[src/rtl/mulxy_seq_if.sv]
// Operand/result bundle for the sequential multiplier: the master supplies
// operands and start, the slave returns the product and handshake status.
interface mulxy_seq_if #(
   parameter int X_WIDTH = 4,
   parameter int Y_WIDTH = 4
);
   logic                       start;
   logic                       signed_mode;
   logic [X_WIDTH-1:0]         x;
   logic [Y_WIDTH-1:0]         y;
   logic [X_WIDTH+Y_WIDTH-1:0] p;
   logic                       s;
   logic                       rdy;
   logic                       busy;

   modport master (
      output start, signed_mode, x, y,
      input  p, s, rdy, busy
   );

   modport slave (
      input  start, signed_mode, x, y,
      output p, s, rdy, busy
   );
endinterface

[src/rtl/mulxy_seq.sv]
// Shift-and-add multiplier: one multiplier bit per cycle, Y_WIDTH cycles per
// product, sign-magnitude result in signed mode, last result held until replaced.
module mulxy_seq #(
   parameter int X_WIDTH  = 4,
   parameter int Y_WIDTH  = 4,
   parameter int HAS_SIGN = 1
) (
   input logic        clk,
   input logic        reset,
   mulxy_seq_if.slave bus
);
   localparam int P_WIDTH = X_WIDTH + Y_WIDTH;
   localparam int CW      = (Y_WIDTH > 1) ? $clog2(Y_WIDTH) : 1;

   typedef enum logic [1:0] {IDLE, RUN, DONE} state_t;

   state_t             state, state_nx;
   logic [X_WIDTH-1:0] mx;
   logic [Y_WIDTH-1:0] my;
   logic [P_WIDTH-1:0] acc, acc_nx;
   logic [CW-1:0]      cnt;
   logic               neg;
   logic [P_WIDTH-1:0] p_r;
   logic               s_r, rdy_r;
   logic               sm, load, last;
   logic [X_WIDTH-1:0] x_mag;
   logic [Y_WIDTH-1:0] y_mag;

   always_comb begin
      state_nx = state;
      load     = 1'b0;
      last     = 1'b0;
      case (state)
         IDLE: if (bus.start) begin
            load     = 1'b1;
            state_nx = RUN;
         end
         RUN: if (cnt == CW'(Y_WIDTH - 1)) begin
            last     = 1'b1;
            state_nx = DONE;
         end
         DONE: if (bus.start) begin
            load     = 1'b1;
            state_nx = RUN;
         end
         default: state_nx = IDLE;
      endcase
   end

   // The most-negative operand negates to 2^(W-1), which still fits unsigned in W bits.
   always_comb begin
      sm     = (HAS_SIGN != 0) && bus.signed_mode;
      x_mag  = (sm && bus.x[X_WIDTH-1]) ? -bus.x : bus.x;
      y_mag  = (sm && bus.y[Y_WIDTH-1]) ? -bus.y : bus.y;
      acc_nx = my[0] ? acc + (P_WIDTH'(mx) << cnt) : acc;
   end

   always_ff @(posedge clk) begin
      if (reset) state <= IDLE;
      else       state <= state_nx;
   end

   always_ff @(posedge clk) begin
      if (reset) begin
         mx    <= '0;
         my    <= '0;
         acc   <= '0;
         cnt   <= '0;
         neg   <= 1'b0;
         p_r   <= '0;
         s_r   <= 1'b0;
         rdy_r <= 1'b0;
      end else if (load) begin
         mx    <= x_mag;
         my    <= y_mag;
         neg   <= sm && (bus.x[X_WIDTH-1] ^ bus.y[Y_WIDTH-1]);
         acc   <= '0;
         cnt   <= '0;
         rdy_r <= 1'b0;
      end else if (state == RUN) begin
         acc <= acc_nx;
         my  <= my >> 1;
         cnt <= cnt + CW'(1);
         if (last) begin
            p_r   <= acc_nx;
            s_r   <= neg && (acc_nx != '0);
            rdy_r <= 1'b1;
         end
      end
   end

   assign bus.p    = p_r;
   assign bus.s    = (HAS_SIGN != 0) ? s_r : 1'b0;
   assign bus.rdy  = rdy_r;
   assign bus.busy = (state == RUN);
endmodule

[src/flat_wrapper.sv]
// flat-port wrapper written by rule: the top's interface ports become plain ports
module mulxy_seq_flat 
#(
   parameter int X_WIDTH  = 4,
   parameter int Y_WIDTH  = 4,
   parameter int HAS_SIGN = 1
)
  (clk, reset, bus_start, bus_signed_mode, bus_x, bus_y, bus_p, bus_s, bus_rdy, bus_busy);
  mulxy_seq_if #(.X_WIDTH(X_WIDTH), .Y_WIDTH(Y_WIDTH)) bus_i ();
  input logic clk;
  input logic reset;
  input wire logic [$bits(bus_i.start)-1:0] bus_start;
  input wire logic [$bits(bus_i.signed_mode)-1:0] bus_signed_mode;
  input wire logic [$bits(bus_i.x)-1:0] bus_x;
  input wire logic [$bits(bus_i.y)-1:0] bus_y;
  output wire logic [$bits(bus_i.p)-1:0] bus_p;
  output wire logic [$bits(bus_i.s)-1:0] bus_s;
  output wire logic [$bits(bus_i.rdy)-1:0] bus_rdy;
  output wire logic [$bits(bus_i.busy)-1:0] bus_busy;
  assign bus_i.start = bus_start;
  assign bus_i.signed_mode = bus_signed_mode;
  assign bus_i.x = bus_x;
  assign bus_i.y = bus_y;
  assign bus_p = bus_i.p;
  assign bus_s = bus_i.s;
  assign bus_rdy = bus_i.rdy;
  assign bus_busy = bus_i.busy;
  mulxy_seq #(.X_WIDTH(X_WIDTH), .Y_WIDTH(Y_WIDTH), .HAS_SIGN(HAS_SIGN)) u_core (.clk(clk), .reset(reset), .bus(bus_i));
endmodule
[config.mk]
export PLATFORM = sky130hd
export DESIGN_NAME = mulxy_seq_flat
export DESIGN_NICKNAME = d
export VERILOG_FILES = /design/src/rtl/mulxy_seq_if.sv /design/src/rtl/mulxy_seq.sv /design/src/flat_wrapper.sv
export SDC_FILE = /design/constraint.sdc
export NUM_CORES = 1
export LEC_CHECK = 0
export ABC_AREA = 0
export CAP_MARGIN = 10
export CORE_UTILIZATION = 30
export CTS_CLUSTER_SIZE = 16
export DETAILED_ROUTE_END_ITERATION = 6
export GPL_ROUTABILITY_DRIVEN = 0
export PLACE_DENSITY_LB_ADDON = 0.12
export SLEW_MARGIN = 20
export SYNTH_ARGS = -nofsm -noshare
export SYNTH_HDL_FRONTEND = slang
export SYNTH_SLANG_ARGS = --single-unit
export TNS_END_PERCENT = 30
[constraint.sdc]
create_clock -name clk -period 4.4 [get_ports clk]
set_input_delay 0.66 -clock clk [delete_from_list [all_inputs] [get_ports clk]]
set_output_delay 0.66 -clock clk [all_outputs]
set_load 0.01 [all_outputs]
# Word-level counts from Yosys, hierarchy flattened
# Cells that the tools add are included.
# op_classes
bitwise	2
addsub	4
reduce_logical	12
n_div	0
n_eq_ne	5
muxes	12
n_lt_le_gt_ge	0
n_shift	1
mul	0
# ops
cell	n
4-bit two-way mux	4
8-bit adder	1
8-bit two-way mux	1
4-bit negator	2
8-bit nonzero test	1
4-bit by 2-bit left shift with 8-bit output	1
2-bit equality test, second input constant	2
1-bit logical AND	4
1-bit two-way mux	4
2-bit two-way mux	2
2-bit by 1-bit inequality test with 1-bit output, second input constant	2
2-bit case mux with 2 select lines	1
2-bit AND reduction	2
2-bit OR reduction	2
3-bit AND reduction	1
2-bit by 1-bit adder with 2-bit output, second input constant	1
2-bit by 1-bit equality test with 1-bit output, second input constant	1
2-bit zero test	1
2-bit nonzero test	1
1-bit inverter	1
1-bit XOR	1
# word_totals
latchBits	0
wordCells	45
ramBits	0
mem_count	0
reg_bits	31
rom_bits	0
input_bits	12
output_inout_bits	11

# Logic depth before layout (Yosys ltp)
# Gate-level depths: netlist (run 1).
# logic_depth
depth_word	5
ltp_mapped	10
ltp_nobuf	9

# Worst setup path before layout (run 1)
# OpenSTA, ideal clock, no wires.
# synth_path
path_type	register to register
start	reg u_core.cnt[0]
end	reg u_core.s_r (netlist: u_core.bus.s)
setup_time_ns	0.131
arrival_time_ns	2.289
n_path_buf	1
required_ns	4.269
synth_period_minus_slack_ns	2.420
path_stages_with_launch	10
setup_slack_ns	1.980
path_cell_list	dfxtp_1 > clkbuf_1 > mux2_2 > nand2_1 > o21ai_0 > ha_1 > and4_2 > or3_4 > a31oi_1 > a31oi_1
# synth_between
elab_chain_cells	5
word_cells_on_any_way	9
classes_between	add/sub: 1; eq/ne: 1; shift: 1; mux: 3; reduce/logical: 3
# synth_rtl
element	line	source
from (decl)	mulxy_seq.sv:21	logic [CW-1:0] cnt;
from (signal assigned)	mulxy_seq.sv:83	cnt <= cnt + CW'(1);
4-bit by 2-bit left shift with 8-bit output	mulxy_seq.sv:55	acc_nx = my[0] ? acc + (P_WIDTH'(mx) << cnt) : acc;
8-bit adder	mulxy_seq.sv:55	
8-bit two-way mux	mulxy_seq.sv:55	
8-bit nonzero test	mulxy_seq.sv:86	s_r <= neg && (acc_nx != '0);
1-bit logical AND	mulxy_seq.sv:86	
to (signal assigned)	mulxy_seq.sv:86	
to (decl)	mulxy_seq.sv:24	logic s_r, rdy_r;
# Parallel ways exist; a longest one is shown, timed or not.
# A chain may end at the register's enable or synchronous reset.

# Worst setup path after layout (run 1)
# Ends and elaborated chain as after synthesis.

==> flow_metrics.py, run 1 <==
metrics = {
    "status": {
        "status": "complete, no violations",
    },
    "pwr": {
        "pwr_density_cell_nw_per_um2": 288.5,
        "p_seq_frac": 0.484,
        "switchingPower_uw": 172.8,
        "power_leakage_nw": 0.8340,
        "clock_power_share": 0.364,
        "ir_drop_v": 0.0001157,
        "pwr-share-comb": 0.152,
        "p_int_uw": 455.2,
        "total_power_uw": 628.0,
        "p_sw_frac": 0.2752,
    },
    "critical_path": {
        "r2r_setup_slack_ns": 1.86,
        "critPathSlowestCell": "dfxtp_1",
        "slowest_delay_ns": 0.50,
        "endpoint_kind": "flip-flop",
        "required_ns": 4.56,
        "rr_startpoint": "u_core.cnt[0]$_SDFFE_PP0P_",
        "path_max_fanout": 8,
        "critPathKind": "reg2reg",
        "r2r_cells": 8,
        "cp_cell_sequence": "mux2i_1 > nor2b_1 > ha_1 > o21a_1 > o21ai_1 > mux2_2 > nor4_1 > a31oi_1",
        "reg2reg_to": "u_core.bus.s$_SDFFE_PP0P_",
        "worst_ep_arrival_time_ns": 2.70,
        "start_kind": "flip-flop",
    },
    "sta": {
        "post-route-period-util": 0.5774,
        "setup_violations": 0,
        "worst_slew_pin_slew_ns": 0.7878,
        "slew_viol_final": 0,
        "fmax_ghz": 0.3936,
        "whs_ns": 0.4580,
        "min_period_ns": 2.541,
        "final-hold-violation-count": 0,
        "timing.setup.tns_ns": 0,
        "finClkSkew_ns": 0.01087,
        "worst_slack_ns": 1.859,
        "slew_headroom": 0.4732,
        "rsz0062_at_grt": "false",
    },
    "synthesis": {
        "synth_top_area_frac": 0.3358,
        "synth_area_um2": 1848,
        "synth.yosys.warnings": 0,
        "syn_inst": 228,
        "yosys.area.top_type": "dfxtp_1",
        "seq_area_frac_synth": 0.3358,
        "async_flop_share": 0,
        "syn_area_per_cell_um2": 8.105,
        "ys.flop_type": "dfxtp_1",
        "synth.area.top_cells": "dfxtp_1 34%, ha_1 6.8%, nand2_1 6.1%",
        "synth_nets": 251,
        "synth_edf_count": 0,
        "synth-seq-cells": 31,
        "yosysUniqueCellTypes": 42,
    },
    "global_route": {
        "grt_pass1_wl_um": 7086,
        "grt_pass1_vias": 1475,
        "grt.overflow.total": 0,
        "grt_util_all_layers": 0.1450,
        "grt_start_max_net_pins": 23,
        "antenna_found_initial": 0,
    },
    "routing": {
        "num_vias": 1636,
        "wire_per_inst_um": 13.53,
        "vias_per_cell": 5.145,
        "drtPass1Iterations": 4,
        "drt_iter0_markers": 74,
        "wl_um": 4302,
        "route.detailed.drc": 0,
        "ant_nets": 0,
    },
    "hold_path": {
        "min_path_cells": 2,
        "hold_path_class": "reg2reg",
        "hold_start": "u_core.bus.p[2]$_SDFFE_PP0P_",
        "min_delay_worst_endpoint": "u_core.bus.p[2]$_SDFFE_PP0P_",
    },
    "cts": {
        "clock-sinks": 31,
        "clk_pin_slew_ns": 0.07,
        "cts_setup_buffers": 0,
        "root_buffer": "clkbuf_8",
        "ctsResizeCount": 0,
        "holdBufCountCts": 0,
        "clock_path_buffers": 2,
        "ctsHtreeMaxLevel": 2,
        "cts_tree": "built",
        "cts_buffers": 5,
        "clkLatencyLatePin_ns": 0.28,
    },
    "flow_run": {
        "drv_cap": 0,
    },
    "placed_design": {
        "pre_cts_ws_ns": 1.842,
        "place_inst": 311,
        "dpl.hpwl_um": 3157,
        "port_buffers": 22,
        "placed_cell_area_um2": 2090,
    },
    "final_layout": {
        "multi_input_area_um2": 1130,
        "mostFrequentLayoutCells": "31 x dfxtp_1, 30 x nor2_1, 30 x nand2_1",
        "fin_area_um2": 2177,
        "area_growth_syn_to_layout_pct": 17.81,
        "num-nets-final": 266,
        "final_common_cell": "dfxtp_1",
        "antenna_cells": 0,
        "register_area_um2": 620.6,
        "final_cell_count_no_fill": 318,
        "drive_gt1_frac": 0.05350,
        "utilization": 0.3677,
        "nFillCells": 621,
    },
    "floorplanning": {
        "rows": 28,
        "num_io_pins": 23,
        "die_w_um": 80.49,
        "dieHeight_um": 80.49,
        "start_util": 0.3121,
        "die_area_um2": 6478,
        "core_area_um2": 5921,
    },
}
power by group through the flow:
stage | clock network, mW | registers (mW) | logic [mW]
2_1_floorplan | 0 | 0.302 | 0.0765
4_1_cts | 0.236 | 0.304 | 0.0967
3_3_place_gp | 0 | 0.310 | 0.0968
6_report | 0.229 | 0.304 | 0.0955
3_5_place_dp | 0 | 0.310 | 0.0959
5_1_grt | 0.247 | 0.306 | 0.108
cell families (layout without fill, tap and decap cells):
family,after synthesis,after routing,share of synthesized area
and+or+nand+nor,91,91,0.2261
adders and majority gates,11,11,0.07854
AOI/OAI and AO/OA,55,55,0.2024
buffers and inverters,20,35,0.05281
DFF,31,31,0.3358
muxes,12,12,0.06635
xor gates and xnor gates,8,8,0.03792
cells in the mapped netlist, types with 2 or more instances:
library cell  instances
xor2_1                2
buf_4                 2
clkbuf_1              7
nand2b_1              5
and3_1                2
nor2_1               30
ha_1                 10
nor3_1                5
nand4_1               2
a311oi_1              7
mux2_2                2
nor4_1                2
nor2b_1               3
o21ai_0               2
inv_1                 5
a211oi_1             11
a31oi_1               2
o31ai_1               2
o21ai_1               2
nand2_1              30
buf_2                 4
mux2i_1              10
xnor2_1               6
a21o_1                6
nand3_1               6
a21oi_1              17
dfxtp_1              31
registers in the layout, indices dropped and copies added (netlist names):
register / count
u_core.acc: 8
u_core.my: 4
u_core.bus.rdy: 1
u_core.mx: 4
u_core.bus.p: 8
u_core.neg: 1
u_core.state: 2
u_core.cnt: 2
u_core.bus.s: 1
worst max-delay path by stage:
stage / depth (start not counted) / to / startpoint
4_1_cts: 8 / u_core.bus.s$_SDFFE_PP0P_ / u_core.cnt[0]$_SDFFE_PP0P_
2_1_floorplan: 9 / u_core.bus.s$_SDFFE_PP0P_ / u_core.cnt[0]$_SDFFE_PP0P_
6_report: 8 / u_core.bus.s$_SDFFE_PP0P_ / u_core.cnt[0]$_SDFFE_PP0P_
5_1_grt: 9 / u_core.acc[6]$_SDFFE_PP0P_ / u_core.cnt[0]$_SDFFE_PP0P_
3_5_place_dp: 8 / u_core.bus.s$_SDFFE_PP0P_ / u_core.cnt[0]$_SDFFE_PP0P_
3_3_place_gp: 8 / u_core.bus.p[7]$_SDFFE_PP0P_ / u_core.cnt[0]$_SDFFE_PP0P_
worst max-delay path: cells and delay by family, from the launching register on:
| kind | cells | cell delay (ns) |
|---|---|---|
| multiplexers | 2 | 0.67 |
| AO/OA/AOI/OAI | 3 | 0.53 |
| flip-flops | 1 | 0.50 |
| AND/OR/NAND/NOR | 2 | 0.36 |
| adder cells (fa/ha/maj) | 1 | 0.36 |
metal layers:
| metal | vias to the layer above | global-route usage | share of wire |
|---|---|---|---|
| met3 | 7 | 0.03068 | 0.027 |
| met5 | - | 0 | 0 |
| met1 | 753 | 0.1839 | 0.49 |
| li1 | 846 | - | - |
| met2 | 30 | 0.2390 | 0.46 |
| met4 | 0 | 0.05357 | 0.015 |
area by class of cell:
type,count,area share
multi-input cells,177,0.5190
flip-flops and latches,31,0.2851
repair buffers,22,0.1011
well taps,75,0.04310
clock buffers,6,0.03793
inverters,6,0.01149
clock inverters,1,0.002299
No activity file was read; power rests on OpenSTA's default activity.
==> run 2, diff against run 1 <==
Clock period 4.4 ns to 2.5 ns, I/O delays scaled along.
==> flow_metrics.py, run 2 (synthesis gave the netlist of run 1 again) <==
metrics = {
    "placed_design": {
        "port_buffers": 22,
        "pre_cts_ws_ns": -0.005861,
        "dpl.hpwl_um": 3307,
        "placed_cell_area_um2": 2157,
    },
    "critical_path": {
        "cp_top_family": "simple AND/OR/NAND/NOR gates",
        "slowest_delay_ns": 0.39,
        "cp_cell_sequence": "mux2_2 > nand2_1 > o21ai_0 > ha_1 > and4_2 > or3_4 > a31oi_1 > a31oi_1",
        "endpoint_kind": "flip-flop",
        "worst_ep_arrival_time_ns": 2.50,
        "critPathKind": "reg2reg",
        "path_common_cell": "a31oi_1",
        "start_kind": "flip-flop",
        "required_ns": 2.65,
        "path_max_fanout": 6,
        "critPathSlowestCell": "dfxtp_2",
        "timing.critical_path.buf_inv": 0,
    },
    "final_layout": {
        "antenna_cells": 0,
        "mostFrequentLayoutCells": "30 x nor2_1, 30 x nand2_1, 30 x dfxtp_1",
        "area_growth_syn_to_layout_pct": 21.87,
        "multi_input_area_um2": 1142,
        "register_area_um2": 621.8,
        "fin_area_um2": 2252,
        "num-nets-final": 275,
        "utilization": 0.3804,
        "nFillCells": 622,
        "drive_gt1_frac": 0.09091,
    },
    "global_route": {
        "grt_pass1_wl_um": 7265,
        "grt.overflow.total": 0,
        "grt_pass1_vias": 1523,
        "grt_util_all_layers": 0.1503,
        "grt_start_max_net_pins": 21,
        "antenna_found_initial": 0,
    },
    "floorplanning": {
        "die_w_um": 80.49,
        "core_area_um2": 5921,
        "num_io_pins": 23,
        "dieHeight_um": 80.49,
        "die_area_um2": 6478,
        "start_util": 0.3121,
        "rows": 28,
    },
    "sta": {
        "rsz0062_at_grt": "false",
        "min_period_ns": 2.347,
        "setup_violations": 0,
        "final-hold-violation-count": 0,
        "worst_slew_pin_slew_ns": 0.5172,
        "finClkSkew_ns": 0.002156,
        "slew_headroom": 0.6547,
        "worst_slack_ns": 0.1529,
        "slew_viol_final": 0,
        "post-route-period-util": 0.9388,
        "timing.setup.tns_ns": 0,
        "fmax_ghz": 0.4261,
    },
    "hold_path": {
        "hold_path_class": "reg2reg",
    },
    "pwr": {
        "pwr_density_cell_nw_per_um2": 481.9,
        "total_power_mw": 1.085,
        "power_leakage_nw": 0.8802,
        "ir_drop_v": 0.0001797,
    },
    "routing": {
        "vias_per_cell": 5.018,
        "route.detailed.drc": 0,
        "drt_iter0_markers": 47,
        "num_vias": 1646,
        "wire_per_inst_um": 13.13,
        "ant_nets": 0,
        "wl_um": 4306,
        "drtPass1Iterations": 4,
    },
    "cts": {
        "clock-sinks": 31,
        "clk_pin_slew_ns": 0.06,
        "clock_path_buffers": 2,
        "cts_tree": "built",
        "clkLatencyLatePin_ns": 0.27,
        "root_buffer": "clkbuf_8",
        "ctsHtreeMaxLevel": 2,
        "cts_buffers": 5,
    },
    "status": {
        "status": "complete, no violations",
    },
    "flow_run": {
        "drv_cap": 0,
    },
}
## run 2: changes by cell type in the layout (fill, tap and decap cells not counted), sizes merged
cell	before	now
buf	0	9
clkbuf	6	7
## run 2: layer usage
layer  global-route usage  vias to the layer above  wire (um)
met5                    0                        -          0
met4              0.05179                        0         67
met3              0.03409                        7        118
met2               0.2551                       25       2041
met1               0.1847                      752       2079
li1                     -                      862          -
## run 2: layout make-up
type | instances | share of cell area
Multi-Input combinational cell | 177 | 0.5072
Sequential cell | 31 | 0.2761
Timing Repair Buffer | 31 | 0.1278
Tap cell | 75 | 0.04167
Clock buffer | 7 | 0.03389
Inverter | 6 | 0.01111
Clock inverter | 1 | 0.002222
## run 2: path summary, 6_finish.rpt
check / start / endpoint / slack [ns] / depth (start not counted)
max: u_core.cnt[0]$_SDFFE_PP0P_ / u_core.bus.s$_SDFFE_PP0P_ / 0.15 / 8
min reg2reg: u_core.state[1]$_SDFFE_PP0P_ / u_core.state[1]$_SDFFE_PP0P_ / 0.45 / 2
min: u_core.state[1]$_SDFFE_PP0P_ / u_core.state[1]$_SDFFE_PP0P_ / 0.45 / 2
max reg2reg: u_core.cnt[0]$_SDFFE_PP0P_ / u_core.bus.s$_SDFFE_PP0P_ / 0.15 / 8
## run 2: tightest hold or removal path, delay by kind of cell (launching register included)
family / cells / cell delay (ns)
AOI/OAI and AO/OA: 1 / 0.05
DFF: 1 / 0.30
and+or+nand+nor: 1 / 0.05
## run 2: repair_timing
action                                  4_1_cts  5_1_grt
pin swaps                                     0        0
setup buffers                                 0        0
endpoints found under the setup margin        1        4
resized for setup                             1        2
hold buffers                                  0        0
## run 2: stage by stage
| step | hold slack (ns) | cells |
|---|---|---|
| after global routing | 0.4779 | 328 |
| after CTS | 0.4547 | 328 |
| final | 0.4515 | 328 |
| after floorplan | 0.4312 | 228 |
| after global placement | 0.4420 | 320 |
| after detailed placement | 0.4458 | 320 |
## run 2: power breakdown
part / total (mW) / switching [mW] / internal (mW)
clock network: 0.368 / 0.173 / 0.195
registers: 0.531 / 0.0201 / 0.511
logic: 0.186 / 0.101 / 0.0842
total: 1.09 / 0.295 / 0.791
==> run 3, diff against run 2 <==
Settings changed: CORE_MARGIN set to 5.
==> flow_metrics.py, run 3 (synthesis gave the netlist of run 1 again) <==
metrics = {
    "pwr": {
        "clock_power_share": 0.399,
        "p_seq_frac": 0.434,
        "p_sw_frac": 0.2612,
        "total_power_mw": 1.216,
        "switchingPower_uw": 317.7,
        "p_int_uw": 898.6,
        "pwr-share-comb": 0.167,
        "power_leakage_nw": 0.9104,
        "pwr_density_cell_nw_per_um2": 521.5,
        "ir_drop_v": 0.0002493,
    },
    "final_layout": {
        "area_growth_syn_to_layout_pct": 26.20,
        "mostFrequentLayoutCells": "30 x nor2_1, 30 x nand2_1, 30 x dfxtp_1",
        "num-nets-final": 280,
        "drive_gt1_frac": 0.1206,
        "utilization": 0.3916,
        "antenna_cells": 0,
    },
    "critical_path": {
        "worst_ep_arrival_time_ns": 2.53,
        "setup.worst_path.start": "u_core.cnt[0]$_SDFFE_PP0P_",
        "path_max_fanout": 6,
        "start_kind": "flip-flop",
        "rr_startpoint": "u_core.cnt[0]$_SDFFE_PP0P_",
        "required_ns": 2.66,
        "endpoint_kind": "flip-flop",
        "critPathKind": "reg2reg",
    },
    "sta": {
        "slew_viol_final": 0,
        "post-route-period-util": 0.9511,
        "final-hold-violation-count": 0,
        "rsz0062_at_grt": "false",
        "fmax_ghz": 0.4206,
        "min_period_ns": 2.378,
        "worst_slew_pin_slew_ns": 0.5633,
        "slew_headroom": 0.6244,
        "setup_violations": 0,
        "finClkSkew_ns": 0.006312,
        "timing.setup.tns_ns": 0,
    },
    "floorplanning": {
        "start_util": 0.3103,
        "die_area_um2": 7830,
        "core_area_um2": 5956,
        "rows": 28,
        "die_w_um": 88.49,
        "dieHeight_um": 88.49,
        "num_io_pins": 23,
    },
    "placed_design": {
        "port_buffers": 22,
        "dpl.hpwl_um": 3571,
    },
    "global_route": {
        "grt.overflow.total": 0,
        "antenna_found_initial": 0,
        "grt_start_max_net_pins": 21,
        "grt_util_all_layers": 0.1271,
        "grt_pass1_wl_um": 7652,
        "grt_pass1_vias": 1543,
    },
    "routing": {
        "drtPass1Iterations": 4,
        "wl_um": 4713,
        "drt_iter0_markers": 81,
        "route.detailed.drc": 0,
        "ant_nets": 0,
        "wl_met3_um": 263,
        "vias_per_cell": 5.057,
        "num_vias": 1679,
        "wl_met2_um": 2277,
        "routed.top_layer": "met4",
        "wl_met1_um": 2153,
        "wire_per_inst_um": 14.20,
    },
    "cts": {
        "cts_tree": "built",
        "cts_buffers": 5,
        "clock_path_buffers": 2,
        "ctsHtreeMaxLevel": 2,
        "clk_pin_slew_ns": 0.07,
        "root_buffer": "clkbuf_8",
        "cts_setup_buffers": 0,
        "clkLatencyLatePin_ns": 0.28,
        "clock-sinks": 31,
    },
    "hold_path": {
        "hold_start": "u_core.state[1]$_SDFFE_PP0P_",
        "hold_path_class": "reg2reg",
    },
    "flow_run": {
        "drv_cap": 0,
    },
    "status": {
        "status": "complete, no violations",
    },
}
==> run 3: cell types whose count changed in the layout (fill, tap and decap cells not counted), sizes merged <==
cell / change
bufinv: +1
clkbuf: -1
buf: +5
clkinv: -1
==> run 3: metal layers <==
| metal | global-route usage | up-vias |
|---|---|---|
| met3 | 0.03352 | 4 |
| met1 | 0.1657 | 762 |
| met4 | 0.02885 | 0 |
| li1 | - | 872 |
| met5 | 0 | - |
| met2 | 0.2107 | 41 |
==> run 3: stage by stage <==
step                      std cells  worst slack [ns]  cell area (um^2)  hold WS (ns)
after floorplan                 228           0.07986              1848        0.4312
after global placement          325          -0.06483              2195        0.4435
after detailed placement        325          -0.04336              2195        0.4455
after CTS                       332           0.06160              2302        0.4546
after global routing            332          0.001896              2332        0.4748
final                           332            0.1223              2332        0.4509
==> run 3: worst paths after layout <==
kind / end / slack [ns] / cells after the start
max: u_core.bus.s$_SDFFE_PP0P_ / 0.12 / 8
max reg2reg: u_core.bus.s$_SDFFE_PP0P_ / 0.12 / 8
min: u_core.state[1]$_SDFFE_PP0P_ / 0.45 / 2
min reg2reg: u_core.state[1]$_SDFFE_PP0P_ / 0.45 / 2
==> run 3: layout make-up <==
cell class | count | area [um^2]
Clock inverter | 1 | 30.03
Inverter | 6 | 25.02
Multi-Input combinational cell | 177 | 1161
Tap cell | 75 | 93.84
Sequential cell | 31 | 624.3
Clock buffer | 6 | 72.57
Fill cell | 643 | 3623
Timing Repair Buffer | 36 | 325.3
==> run 3: critical path: stages, from the launching register on <==
cell,delay [ns]
dfxtp_4,0.38
mux2_2,0.35
nand2_1,0.07
o21ai_0,0.10
ha_1,0.40
and4_2,0.29
or3_4,0.38
a31oi_1,0.19
a31oi_1,0.10
==> run 3: power groups by stage <==
stage / registers [mW] / logic (mW) / clock network (mW)
after floorplan: 0.531 / 0.135 / 0
after global placement: 0.539 / 0.197 / 0
after detailed placement: 0.540 / 0.196 / 0
after CTS: 0.528 / 0.198 / 0.503
after global routing: 0.531 / 0.227 / 0.523
final: 0.528 / 0.203 / 0.485
==> run 3: timing repair <==
item / CTS / global route
gates cloned: 0 / 0
hold buffers: 0 / 0
resized for setup: 1 / 7
pin swaps: 0 / 6
endpoints found under the hold margin: 0 / 0
endpoints found under the setup margin: 2 / 4
